## src/rtl/mem_arbiter.sv

```systemverilog
// Two-requester memory arbiter: an instruction-fetch port (read only) and a
// load/store port share one downstream memory port. One transaction is in
// flight at a time. Simultaneous requests are resolved round-robin against
// whichever requester completed most recently.
//
// Handshake rules (all ports): a requester raises req and holds its fields
// stable until it sees addr_ok high in the same cycle; the fields are
// sampled only in that cycle. The response arrives later as a one-cycle
// data_ok pulse, with rdata valid only in that cycle and 0 otherwise.
// Downstream, mem_req stays high with stable fields until mem_addr_ok,
// then the arbiter waits for mem_data_ok. Downstream handshakes that
// arrive in a phase where they are not expected are ignored.
module mem_arbiter #(
    parameter int ADDR_W = 32,
    parameter int DATA_W = 32
) (
    input  logic                clk,
    input  logic                resetn,

    // instruction-fetch requester
    input  logic                inst_req,
    input  logic [ADDR_W-1:0]   inst_addr,
    output logic                inst_addr_ok,
    output logic                inst_data_ok,
    output logic [DATA_W-1:0]   inst_rdata,

    // load/store requester
    input  logic                data_req,
    input  logic                data_wr,
    input  logic [1:0]          data_size,
    input  logic [DATA_W/8-1:0] data_wstrb,
    input  logic [ADDR_W-1:0]   data_addr,
    input  logic [DATA_W-1:0]   data_wdata,
    output logic                data_addr_ok,
    output logic                data_data_ok,
    output logic [DATA_W-1:0]   data_rdata,

    // shared downstream port
    output logic                mem_req,
    output logic                mem_wr,
    output logic [1:0]          mem_size,
    output logic [DATA_W/8-1:0] mem_wstrb,
    output logic [ADDR_W-1:0]   mem_addr,
    output logic [DATA_W-1:0]   mem_wdata,
    input  logic                mem_addr_ok,
    input  logic                mem_data_ok,
    input  logic [DATA_W-1:0]   mem_rdata,

    output logic                busy
);

    typedef enum logic [1:0] {
        IDLE = 2'd0,
        REQ  = 2'd1,
        RESP = 2'd2
    } state_t;

    // owner encoding shared by owner and last_owner
    localparam logic OWN_INST = 1'b0;
    localparam logic OWN_DATA = 1'b1;

    // fetches are always full-word reads
    localparam logic [1:0] INST_SIZE = 2'd2;

    state_t              state;
    state_t              state_next;
    logic                owner;
    logic                last_owner;
    logic                grant_inst;
    logic                grant_data;
    logic                resp_done;

    logic                lat_wr;
    logic [1:0]          lat_size;
    logic [DATA_W/8-1:0] lat_wstrb;
    logic [ADDR_W-1:0]   lat_addr;
    logic [DATA_W-1:0]   lat_wdata;

    // next-state, grant and response decode; all handshake outputs are
    // combinational from state and the current-cycle inputs
    always_comb begin
        state_next   = state;
        grant_inst   = 1'b0;
        grant_data   = 1'b0;
        resp_done    = 1'b0;
        mem_req      = 1'b0;
        inst_data_ok = 1'b0;
        data_data_ok = 1'b0;
        inst_rdata   = '0;
        data_rdata   = '0;
        case (state)
            IDLE: begin
                // resetn gating keeps addr_ok low while reset is asserted,
                // even though state already reads IDLE
                if (resetn) begin
                    if (inst_req && (!data_req || last_owner == OWN_DATA)) begin
                        grant_inst = 1'b1;
                    end else if (data_req) begin
                        grant_data = 1'b1;
                    end
                end
                if (grant_inst || grant_data) begin
                    state_next = REQ;
                end
            end
            REQ: begin
                mem_req = 1'b1;
                if (mem_addr_ok) begin
                    state_next = RESP;
                end
            end
            RESP: begin
                if (mem_data_ok) begin
                    resp_done  = 1'b1;
                    state_next = IDLE;
                    if (owner == OWN_INST) begin
                        inst_data_ok = 1'b1;
                        inst_rdata   = mem_rdata;
                    end else begin
                        data_data_ok = 1'b1;
                        // a store completes with no read data
                        if (!lat_wr) begin
                            data_rdata = mem_rdata;
                        end
                    end
                end
            end
            default: begin
                state_next = IDLE;
            end
        endcase
    end

    assign inst_addr_ok = grant_inst;
    assign data_addr_ok = grant_data;
    assign busy         = (state != IDLE);

    // the downstream request fields come straight from the latch, so they
    // cannot move while mem_req waits for mem_addr_ok
    assign mem_wr    = lat_wr;
    assign mem_size  = lat_size;
    assign mem_wstrb = lat_wstrb;
    assign mem_addr  = lat_addr;
    assign mem_wdata = lat_wdata;

    // state register
    always_ff @(posedge clk or negedge resetn) begin
        if (!resetn) begin
            state <= IDLE;
        end else begin
            state <= state_next;
        end
    end

    // capture the granted requester's fields and remember who owns the slot
    always_ff @(posedge clk or negedge resetn) begin
        if (!resetn) begin
            owner     <= OWN_INST;
            lat_wr    <= 1'b0;
            lat_size  <= 2'd0;
            lat_wstrb <= '0;
            lat_addr  <= '0;
            lat_wdata <= '0;
        end else if (grant_inst) begin
            owner     <= OWN_INST;
            lat_wr    <= 1'b0;
            lat_size  <= INST_SIZE;
            lat_wstrb <= '0;
            lat_addr  <= inst_addr;
            lat_wdata <= '0;
        end else if (grant_data) begin
            owner     <= OWN_DATA;
            lat_wr    <= data_wr;
            lat_size  <= data_size;
            lat_wstrb <= data_wstrb;
            lat_addr  <= data_addr;
            lat_wdata <= data_wdata;
        end
    end

    // round-robin history: updated only when a transaction completes, and
    // reset to the data side so the fetch port wins the first tie
    always_ff @(posedge clk or negedge resetn) begin
        if (!resetn) begin
            last_owner <= OWN_DATA;
        end else if (resp_done) begin
            last_owner <= owner;
        end
    end

endmodule

```

## config.mk

```make
export PLATFORM = sky130hd
export DESIGN_NAME = mem_arbiter
export DESIGN_NICKNAME = d
export VERILOG_FILES = /design/src/rtl/mem_arbiter.sv
export SDC_FILE = /design/constraint.sdc
export NUM_CORES = 1
export LEC_CHECK = 0
export ABC_AREA = 1
export CAP_MARGIN = 20
export CORE_MARGIN = 5
export CORE_UTILIZATION = 39
export CTS_CLUSTER_SIZE = 40
export DETAILED_ROUTE_END_ITERATION = 10
export GPL_ROUTABILITY_DRIVEN = 0
export GPL_TIMING_DRIVEN = 0
export PLACE_DENSITY = 0.95
export SYNTH_ARGS = -nofsm -noshare
export SYNTH_HDL_FRONTEND = slang
export SYNTH_SLANG_ARGS = --single-unit
```

## constraint.sdc

```tcl
create_clock -name clk -period 2.4 [get_ports clk]
set_input_delay 0.72 -clock clk [delete_from_list [all_inputs] [get_ports clk]]
set_output_delay 0.72 -clock clk [all_outputs]
set_load 0.01 [all_outputs]
```

== Word level (Yosys, flattened, before mapping) ==
Index checks and enable logic that the tools add are counted.

* Reduce and logical (&&, ||, !) cells: 8
* Multiplexer cells: 41
* Eq/ne operators: 5

{| class="wikitable"
|+ Operator list
! operator !! number
|-
| $mux W32 || 11
|-
| $mux W1 || 22
|-
| $mux W2 || 5
|-
| $mux W4 || 2
|-
| $ne A2 B2 Y1 const B || 3
|-
| $pmux W2 S3 || 1
|-
| $reduce_bool A2 Y1 || 2
|-
| $reduce_and A3 Y1 || 1
|-
| $eq A2 B1 Y1 const B || 1
|-
| $eq A2 B2 Y1 const B || 1
|-
| $logic_not A2 Y1 || 1
|-
| $logic_or A1 B1 Y1 || 2
|-
| $logic_and A1 B1 Y1 || 1
|-
| $logic_not A1 Y1 || 1
|}

* Output and inout bits: 141
* Word-level logic and storage cells: 62
* Bits in registers: 75

== Depth between registers and ports, before layout ==
Gate-level depths: netlist of run 1.

* Depth after elaboration: 9
* Depth in mapped cells: 9
* Mapped depth without buffers: 7

== Least setup slack after synthesis of run 1 ==
Ideal clock, no wire load.

* Path kind: input to output
* From: in mem_data_ok
* To: out inst_rdata[10]
* Slack: 0.189 ns
* Stages on the path: 5
* Required time: 1.680 ns
* Arrival: 1.491 ns
* Cell sequence: nand2_1 > nor2_1 > inv_1 > buf_2 > nor2_1

* Word-level cells in the longest chain between the ends: 2

{| class="wikitable"
|+ RTL lines
! what !! RTL line !! RTL
|-
| start: declaration || 46 || <nowiki>input logic mem_data_ok,</nowiki>
|-
| $mux W32 || 113 || <nowiki>if (mem_data_ok) begin</nowiki>
|-
| $mux W32 || 91 || <nowiki>case (state)</nowiki>
|-
| end: declaration || 25 || <nowiki>output logic [DATA_W-1:0] inst_rdata,</nowiki>
|}

No other way between the ends.

== Final worst setup path of run 1 ==
* From: in mem_data_ok
* To: out data_rdata[25]

* Word-level cells in the longest chain between the ends: 2

{| class="wikitable"
|+ RTL lines
! what !! RTL line !! RTL
|-
| $mux W32 || 113 ||
|-
| $mux W32 || 91 ||
|-
| end: declaration || 36 || <nowiki>output logic [DATA_W-1:0] data_rdata,</nowiki>
|}

No other way between the ends.

==> load_flow_metrics.sql, run 1 <==
INSERT INTO impl_metrics (metric_group, metric, value, unit) VALUES
('final_layout', 'postLayoutCoreUtil', '73.4', '%'),
('clock_network', 'worst_skew_pair.late_latency', '0.34', 'ns'),
('logic_synthesis', 'synth_most_common_cell', 'sky130_fd_sc_hd__nand2_1', ''),
('setup_path', 'type_of_origin_of_the_critical_path', 'input pin', ''),
('timing', 'rsz0062_at_grt', 'yes', ''),
('grt', 'globalRouteOverflowTotal', '0', ''),
('power_and_ir_drop', 'combinationalPowerShare', '53.8', '%'),
('clock_network', 'tritoncts_clock_tree', 'built', ''),
('grt', 'grt_pass1_vias', '4808', ''),
('logic_synthesis', 'edff_count_synth', '0', ''),
('route', 'dr.first_iter.drc_count', '214', ''),
('clock_network', 'cts-buffers-inserted', '9', ''),
('timing', 'fin_skew', '0.0132', 'ns'),
('grt', 'gr-usage-met1', '27.5', '%'),
('logic_synthesis', 'synth_largest_area_cell', 'sky130_fd_sc_hd__dfrtp_1', ''),
('route', 'drcViolationCount', '0', ''),
('timing', 'finalSetupViolations', '2', ''),
('setup_path', 'timing.critical_path.from', 'mem_data_ok', ''),
('logic_synthesis', 'syn_std_cell_area', '0.00409', 'mm2'),
('timing', 'maxClockFrequency', '415', 'MHz'),
('power_and_ir_drop', 'peakVddDrop', '812', 'uV'),
('final_layout', 'final_net_count', '1036', ''),
('clock_network', 'clock_sinks', '75', ''),
('die', 'core-area', '0.0103', 'mm2'),
('logic_synthesis', 'synth_commonest_cells', '146 x sky130_fd_sc_hd__nand2_1, 134 x sky130_fd_sc_hd__nand3_1, 107 x sky130_fd_sc_hd__inv_1, 74 x sky130_fd_sc_hd__dfrtp_1, 71 x sky130_fd_sc_hd__nor2_1', ''),
('die', 'die_area', '0.0126', 'mm2'),
('route', 'drt_wl_total', '16800', 'um'),
('run_status', 'failed_checks', 'negative setup slack', ''),
('grt', 'grt.busiest_layer', 'met2', ''),
('clock_network', 'clkTransAtPathRegs', '0.08', 'ns'),
('timing', 'hold_violations', '0', ''),
('run_status', 'status', 'complete, but fails checks', ''),
('power_and_ir_drop', 'leakage_power', '4.12', 'nW'),
('logic_synthesis', 'post_synth_num_cell_types', '19', ''),
('setup_path', 'category_of_the_worst_setup_path_capture_point', 'output port', ''),
('logic_synthesis', 'netlist_instances', '581', ''),
('grt', 'antenna_violations_before_repair', '1', ''),
('die', 'width_of_the_die', '112', 'um'),
('grt', 'largest_net_degree_at_the_start_of_global_routing', '28', ''),
('route', 'detailedRoute.firstPassIterationCount', '5', ''),
('logic_synthesis', 'post-synth-top-area-fraction', '45.3', '%'),
('final_layout', 'num-fill-cells', '788', ''),
('power_and_ir_drop', 'switchingPower', '0.00265', 'W'),
('placed_design', 'half_perimeter_wire_length_of_the_detailed_placement_result', '12500', 'um'),
('logic_synthesis', 'postSynthRegisterBits', '75', ''),
('clock_network', 'clockBufferDepth', '2', ''),
('grt', 'grt_total_usage', '25.0', '%'),
('route', 'wl_per_cell', '16.2', 'um'),
('grt', 'use_met3', '4.42', '%'),
('die', 'placement_rows', '37', ''),
('power_and_ir_drop', 'power_switching_share', '37.1', '%'),
('logic_synthesis', 'post_synth_main_area_contributors', 'sky130_fd_sc_hd__dfrtp_1 45%, sky130_fd_sc_hd__nand3_1 16%, sky130_fd_sc_hd__nand2_1 13%, sky130_fd_sc_hd__inv_1 9.8%, sky130_fd_sc_hd__nor2_1 6.5%', ''),
('final_layout', 'ratio_of_cells_with_drive_above_1_in_the_final_layout', '19.1', '%'),
('clock_network', 'clk_root_buffer_cell', 'sky130_fd_sc_hd__clkbuf_8', ''),
('timing', 'slew_violations', '0', ''),
('timing', 'slack_of_the_critical_path', '-0.00719', 'ns'),
('final_layout', 'flow.area_growth_from_synthesis', '84.3', '%'),
('clock_network', 'cts.htree.levels', '3', ''),
('setup_path', 'reg2reg_from', 'state[1]', ''),
('placed_design', 'port_buffers', '281', ''),
('logic_synthesis', 'synth_fp_nets', '722', ''),
('final_layout', 'finalNonFillerCells', '1036', ''),
('timing', 'sum_of_negative_setup_slack', '-0.00951', 'ns'),
('final_layout', 'fin_area', '0.00754', 'mm2'),
('setup_path', 'critPathRequiredTime', '1.68', 'ns'),
('power_and_ir_drop', 'internal-power', '0.00448', 'W'),
('hold_path', 'holdCritPathClass', 'input pin to async pin', ''),
('setup_path', 'cp_data_arrival_time', '1.69', 'ns'),
('route', 'drt.antenna.violating_nets', '0', ''),
('grt', 'groute.layer.met2.usage', '46.8', '%'),
('die', 'initial_utilization', '39.8', '%');
-- path summary, 6_finish.rpt --
kind | cells past startpoint | slack, ns | to
worst max-delay path | 7 | -0.007 | data_rdata[25]
worst min-delay path | 1 | 0.17 | mem_wdata[8]
worst max register to register | 9 | 0.57 | mem_addr[21]
worst min register to register | 2 | 0.50 | mem_size[1]
max in group asynchronous | 2 | 1.72 | state[0]
min in group clk | 2 | 0.50 | mem_size[1]
-- final cells by class --
class	instances	area (um2)	area share [%]
clock inverter	6	88.8	1.18
inverter	107	404	5.36
antenna	1	2.50	0.0332
sequential	75	1880	24.9
buffer	38	327	4.33
clock buffer	9	124	1.64
tap	136	170	2.26
multi-input combinational	361	1690	22.4
timing repair buffer	303	2850	37.8
-- registers in the layout, indices dropped and copies added (netlist names) --
register,flops
mem_wdata,32
mem_wstrb,4
mem_wr,1
mem_addr,32
state,2
mem_size,2
last_owner,1
owner,1
-- cell usage in the layout (no fill, tap or decap), types with 2 or more instances in the layout --
| cell | count |
|---|---|
| sky130_fd_sc_hd__dlymetal6s2s_1 | 2 |
| sky130_fd_sc_hd__clkbuf_2 | 2 |
| sky130_fd_sc_hd__o21ai_0 | 3 |
| sky130_fd_sc_hd__buf_6 | 22 |
| sky130_fd_sc_hd__nand2_4 | 2 |
| sky130_fd_sc_hd__nor2_2 | 14 |
| sky130_fd_sc_hd__bufbuf_16 | 3 |
| sky130_fd_sc_hd__clkbuf_8 | 10 |
| sky130_fd_sc_hd__nor2_1 | 48 |
| sky130_fd_sc_hd__nand2_2 | 2 |
| sky130_fd_sc_hd__nand2_1 | 143 |
| sky130_fd_sc_hd__inv_2 | 2 |
| sky130_fd_sc_hd__buf_8 | 3 |
| sky130_fd_sc_hd__clkbuf_1 | 5 |
| sky130_fd_sc_hd__clkdlybuf4s50_1 | 207 |
| sky130_fd_sc_hd__buf_2 | 68 |
| sky130_fd_sc_hd__bufinv_16 | 2 |
| sky130_fd_sc_hd__dfrtp_1 | 73 |
| sky130_fd_sc_hd__clkinvlp_4 | 2 |
| sky130_fd_sc_hd__buf_16 | 3 |
| sky130_fd_sc_hd__clkdlybuf4s15_1 | 2 |
| sky130_fd_sc_hd__nor2_4 | 10 |
| sky130_fd_sc_hd__buf_4 | 16 |
| sky130_fd_sc_hd__nand3_1 | 133 |
| sky130_fd_sc_hd__dlygate4sd2_1 | 3 |
| sky130_fd_sc_hd__inv_1 | 104 |
-- per-layer routing --
| layer | wire length [um] | vias to the layer above | part of all wire [%] |
|---|---|---|---|
| met5 | 0 | - | 0 |
| met4 | 624 | 0 | 3.7 |
| met3 | 1090 | 44 | 6.5 |
| met2 | 9020 | 224 | 54 |
| met1 | 6080 | 2195 | 36 |
| li1 | - | 2391 | - |
-- cell families after synthesis --
| group | synth area share (%) |
|---|---|
| simple gates | 37.3 |
| buf+inv | 15.9 |
| flops | 45.9 |
| compound gates | 0.887 |
-- stage by stage --
stage                     hold WS [ns]  setup WS, ns  power (W)
after detailed placement         0.491        -0.938    0.00583
after global routing             0.157        -0.106    0.00757
after floorplan                  0.424         0.189    0.00376
final                            0.172      -0.00719    0.00713
after CTS                        0.164       -0.0466    0.00708
after global placement           0.471         -3.79    0.00572
-- power by group through the flow --
| stage | registers (W) | clock network [W] | logic [W] |
|---|---|---|---|
| global route | 0.00230 | 0.00113 | 0.00414 |
| finish | 0.00223 | 0.00106 | 0.00384 |
| CTS | 0.00223 | 0.00108 | 0.00377 |
| detailed placement | 0.00223 | 0 | 0.00360 |
| global placement | 0.00221 | 0 | 0.00352 |
| floorplan | 0.00249 | 0 | 0.00127 |
-- what timing repair did --
item,in CTS,in global routing
setup endpoints to repair,69,69
buffers inserted,7,8
pin swaps,6,4
resized for setup,310,40
cloned,5,1
-- critical path, stage by stage --
cell and delay (ns):
sky130_fd_sc_hd__clkdlybuf4s15_1 0.19, sky130_fd_sc_hd__nand2_2 0.11, sky130_fd_sc_hd__nor2_4 0.14, sky130_fd_sc_hd__nand2_4 0.12, sky130_fd_sc_hd__buf_8 0.17, sky130_fd_sc_hd__nor2_2 0.09
sky130_fd_sc_hd__buf_2 0.14
Note: power is estimated with default switching activity, not from simulation.
==> run 2, diff against run 1 <==
- CORE_AREA: default -> 2 2 111 113
- CORE_MARGIN: 5 -> default
- CORE_UTILIZATION: 39 -> default
- DIE_AREA: default -> 0 0 113 115
- DONT_BUFFER_PORTS: default -> 1
- PLACE_DENSITY: 0.95 -> 0.58
==> load_flow_metrics.sql, run 2 (synthesis gave the netlist of run 1 again) <==
INSERT INTO impl_metrics (metric_group, metric, value, unit) VALUES
('run_status', 'status', 'complete, but fails checks', ''),
('run_status', 'failed_checks', 'design-rule violations', ''),
('clock_network', 'clock_sinks', '75', ''),
('route', 'wl_per_cell', '16.6', 'um'),
('power_and_ir_drop', 'peakVddDrop', '711', 'uV'),
('clock_network', 'cts.htree.levels', '3', ''),
('final_layout', 'ratio_of_cells_with_drive_above_1_in_the_final_layout', '20.8', '%'),
('die', 'floorplan.die.height', '115', 'um'),
('setup_path', 'critPathKind', 'flop to output port', ''),
('die', 'core-area', '0.0118', 'mm2'),
('final_layout', 'mostFrequentLayoutCells', '144 x sky130_fd_sc_hd__nand2_1, 134 x sky130_fd_sc_hd__nand3_1, 105 x sky130_fd_sc_hd__inv_1, 74 x sky130_fd_sc_hd__dfrtp_1, 38 x sky130_fd_sc_hd__nor2_4', ''),
('timing', 'rsz0062_at_grt', 'yes', ''),
('route', 'drcViolationCount', '15', ''),
('final_layout', 'number_of_diodes', '0', ''),
('die', 'width_of_the_die', '113', 'um'),
('clock_network', 'worst_skew_pair.late_latency', '0.34', 'ns'),
('route', 'via_per_inst', '5.02', ''),
('final_layout', 'final_net_count', '738', ''),
('route', 'detailedRoute.firstPassIterationCount', '7', ''),
('placed_design', 'port_buffers', '0', ''),
('clock_network', 'clk_root_buffer_cell', 'sky130_fd_sc_hd__clkbuf_16', ''),
('hold_path', 'holdCritPathClass', 'input pin to async pin', ''),
('final_layout', 'postLayoutCoreUtil', '43.1', '%'),
('final_layout', 'fin_area', '0.00509', 'mm2'),
('grt', 'largest_net_degree_at_the_start_of_global_routing', '80', ''),
('final_layout', 'layout.cells.most_common', 'sky130_fd_sc_hd__nand2_1', ''),
('placed_design', 'half_perimeter_wire_length_of_the_detailed_placement_result', '8970', 'um'),
('timing', 'hold_violations', '0', ''),
('timing', 'min_period_over_period', '99.4', '%'),
('final_layout', 'flow.area_growth_from_synthesis', '24.4', '%'),
('route', 'drt_wl_total', '12500', 'um'),
('setup_path', 'type_of_origin_of_the_critical_path', 'flop', ''),
('timing', 'fin_skew', '0.00876', 'ns'),
('power_and_ir_drop', 'leakage_power', '2.79', 'nW'),
('setup_path', 'critical_path_peak_fanout', '10', ''),
('clock_network', 'tritoncts_clock_tree', 'built', ''),
('grt', 'globalRouteOverflowTotal', '0', ''),
('placed_design', 'placedInstanceArea', '0.00427', 'mm2'),
('timing', 'relSlewSlack', '69.5', '%'),
('grt', 'grt_pass1_wl', '19100', 'um'),
('job', 'max_cap_viol_count', '0', ''),
('grt', 'grt_total_usage', '18.7', '%'),
('timing', 'slew_violations', '0', ''),
('power_and_ir_drop', 'pwr_density_cell', '1150', 'mW/mm2'),
('die', 'placement_rows', '40', ''),
('timing', 'finalWorstPathRequiredPeriod', '2.39', 'ns'),
('die', 'design.portCount', '282', ''),
('timing', 'maxClockFrequency', '419', 'MHz'),
('route', 'dr.first_iter.drc_count', '226', ''),
('grt', 'grt_pass1_vias', '3614', ''),
('timing', 'worst-slew-pin-transition', '0.458', 'ns'),
('setup_path', 'category_of_the_worst_setup_path_capture_point', 'output port', ''),
('setup_path', 'critPathRequiredTime', '1.68', 'ns'),
('clock_network', 'cts-buffers-inserted', '9', ''),
('route', 'dr_total_vias', '3759', ''),
('die', 'die_area', '0.0130', 'mm2'),
('route', 'drt.antenna.violating_nets', '0', ''),
('die', 'initial_utilization', '34.6', '%'),
('timing', 'finalSetupViolations', '0', ''),
('clock_network', 'clockBufferDepth', '2', ''),
('final_layout', 'finalNonFillerCells', '749', ''),
('clock_network', 'clkTransAtPathRegs', '0.06', 'ns'),
('placed_design', 'place_inst', '728', ''),
('setup_path', 'cp_data_arrival_time', '1.67', 'ns'),
('grt', 'antenna_violations_before_repair', '0', '');
-- run 2: cell types whose count changed in the layout (fill, tap and decap cells not counted), moves of 3 or more --
cell                              delta
sky130_fd_sc_hd__nor2_2             +12
sky130_fd_sc_hd__buf_2              -56
sky130_fd_sc_hd__clkbuf_8            -7
sky130_fd_sc_hd__bufbuf_16           -3
sky130_fd_sc_hd__clkdlybuf4s50_1   -207
sky130_fd_sc_hd__dlygate4sd2_1       -3
sky130_fd_sc_hd__nor2_1             -40
sky130_fd_sc_hd__buf_4              -10
sky130_fd_sc_hd__clkbuf_16           +8
sky130_fd_sc_hd__nor2_4             +28
sky130_fd_sc_hd__buf_6              -10
-- run 2: worst paths after layout --
| check | endpoint | slack (ns) | depth (start not counted) | start |
|---|---|---|---|---|
| max | data_rdata[8] | 0.01 | 7 | state[1] |
| min | mem_addr[15] | 0.08 | 0 | resetn |
| max reg2reg | mem_addr[17] | 0.66 | 8 | last_owner |
| min reg2reg | last_owner | 0.50 | 2 | last_owner |
| max in group asynchronous | last_owner | 2.12 | 0 | resetn |
| min in group clk | mem_wstrb[0] | 0.50 | 2 | data_wstrb[0] |
-- run 2: cell type report --
| type | instances | area [um2] |
|---|---|---|
| timing repair buffer | 6 | 65.1 |
| buffer | 37 | 313 |
| sequential | 75 | 1880 |
| multi-input combinational | 361 | 1920 |
| fill | 1234 | 6720 |
| clock inverter | 4 | 55.1 |
| tap | 147 | 184 |
| inverter | 107 | 404 |
| clock buffer | 12 | 267 |
-- run 2: per-stage QoR --
step	setup slack [ns]	TNS (ns)	hold WS (ns)	power [W]
6_report	0.0137	0	0.0776	0.00586
5_1_grt	-0.102	-2.00	0.0505	0.00629
4_1_cts	-0.0322	-0.341	0.0521	0.00589
3_5_place_dp	-0.134	-3.69	0.426	0.00426
3_3_place_gp	-0.116	-3.07	0.426	0.00421
2_1_floorplan	0.189	0	0.424	0.00376
-- run 2: critical path: stages, from the launching register on --
cell and delay, ns:
sky130_fd_sc_hd__dfrtp_1 0.40, sky130_fd_sc_hd__inv_2 0.06, sky130_fd_sc_hd__nor2_2 0.09, sky130_fd_sc_hd__nand2_2 0.10
sky130_fd_sc_hd__nor2_4 0.20, sky130_fd_sc_hd__nand2_4 0.16, sky130_fd_sc_hd__buf_8 0.19, sky130_fd_sc_hd__nor2_2 0.14
-- run 2: timing repair --
action,in CTS,in global routing
cloned,1,0
endpoints found under the setup margin,64,63
pin swaps,3,3
buffers inserted,3,2
hold buffers,0,0
resized for setup,82,48
endpoints found under the hold margin,0,0
-- run 2: power by group --
group          total, W  internal [W]  leakage (nW)  switching [W]
combinational   0.00178      0.000683          1.68        0.00110
sequential      0.00265       0.00188         0.955       0.000764
clock           0.00143      0.000896         0.155       0.000536
total           0.00586       0.00346          2.79        0.00240
-- run 2: per-layer routing --
metal  global-route usage [%]  vias to the layer above  part of all wire (%)
li1                         -                     1796                     -
met1                     24.5                     1774                    42
met2                     29.3                      176                    48
met3                     7.01                       13                   9.2
met4                     5.20                        0                   1.3
met5                        0                        -                     0
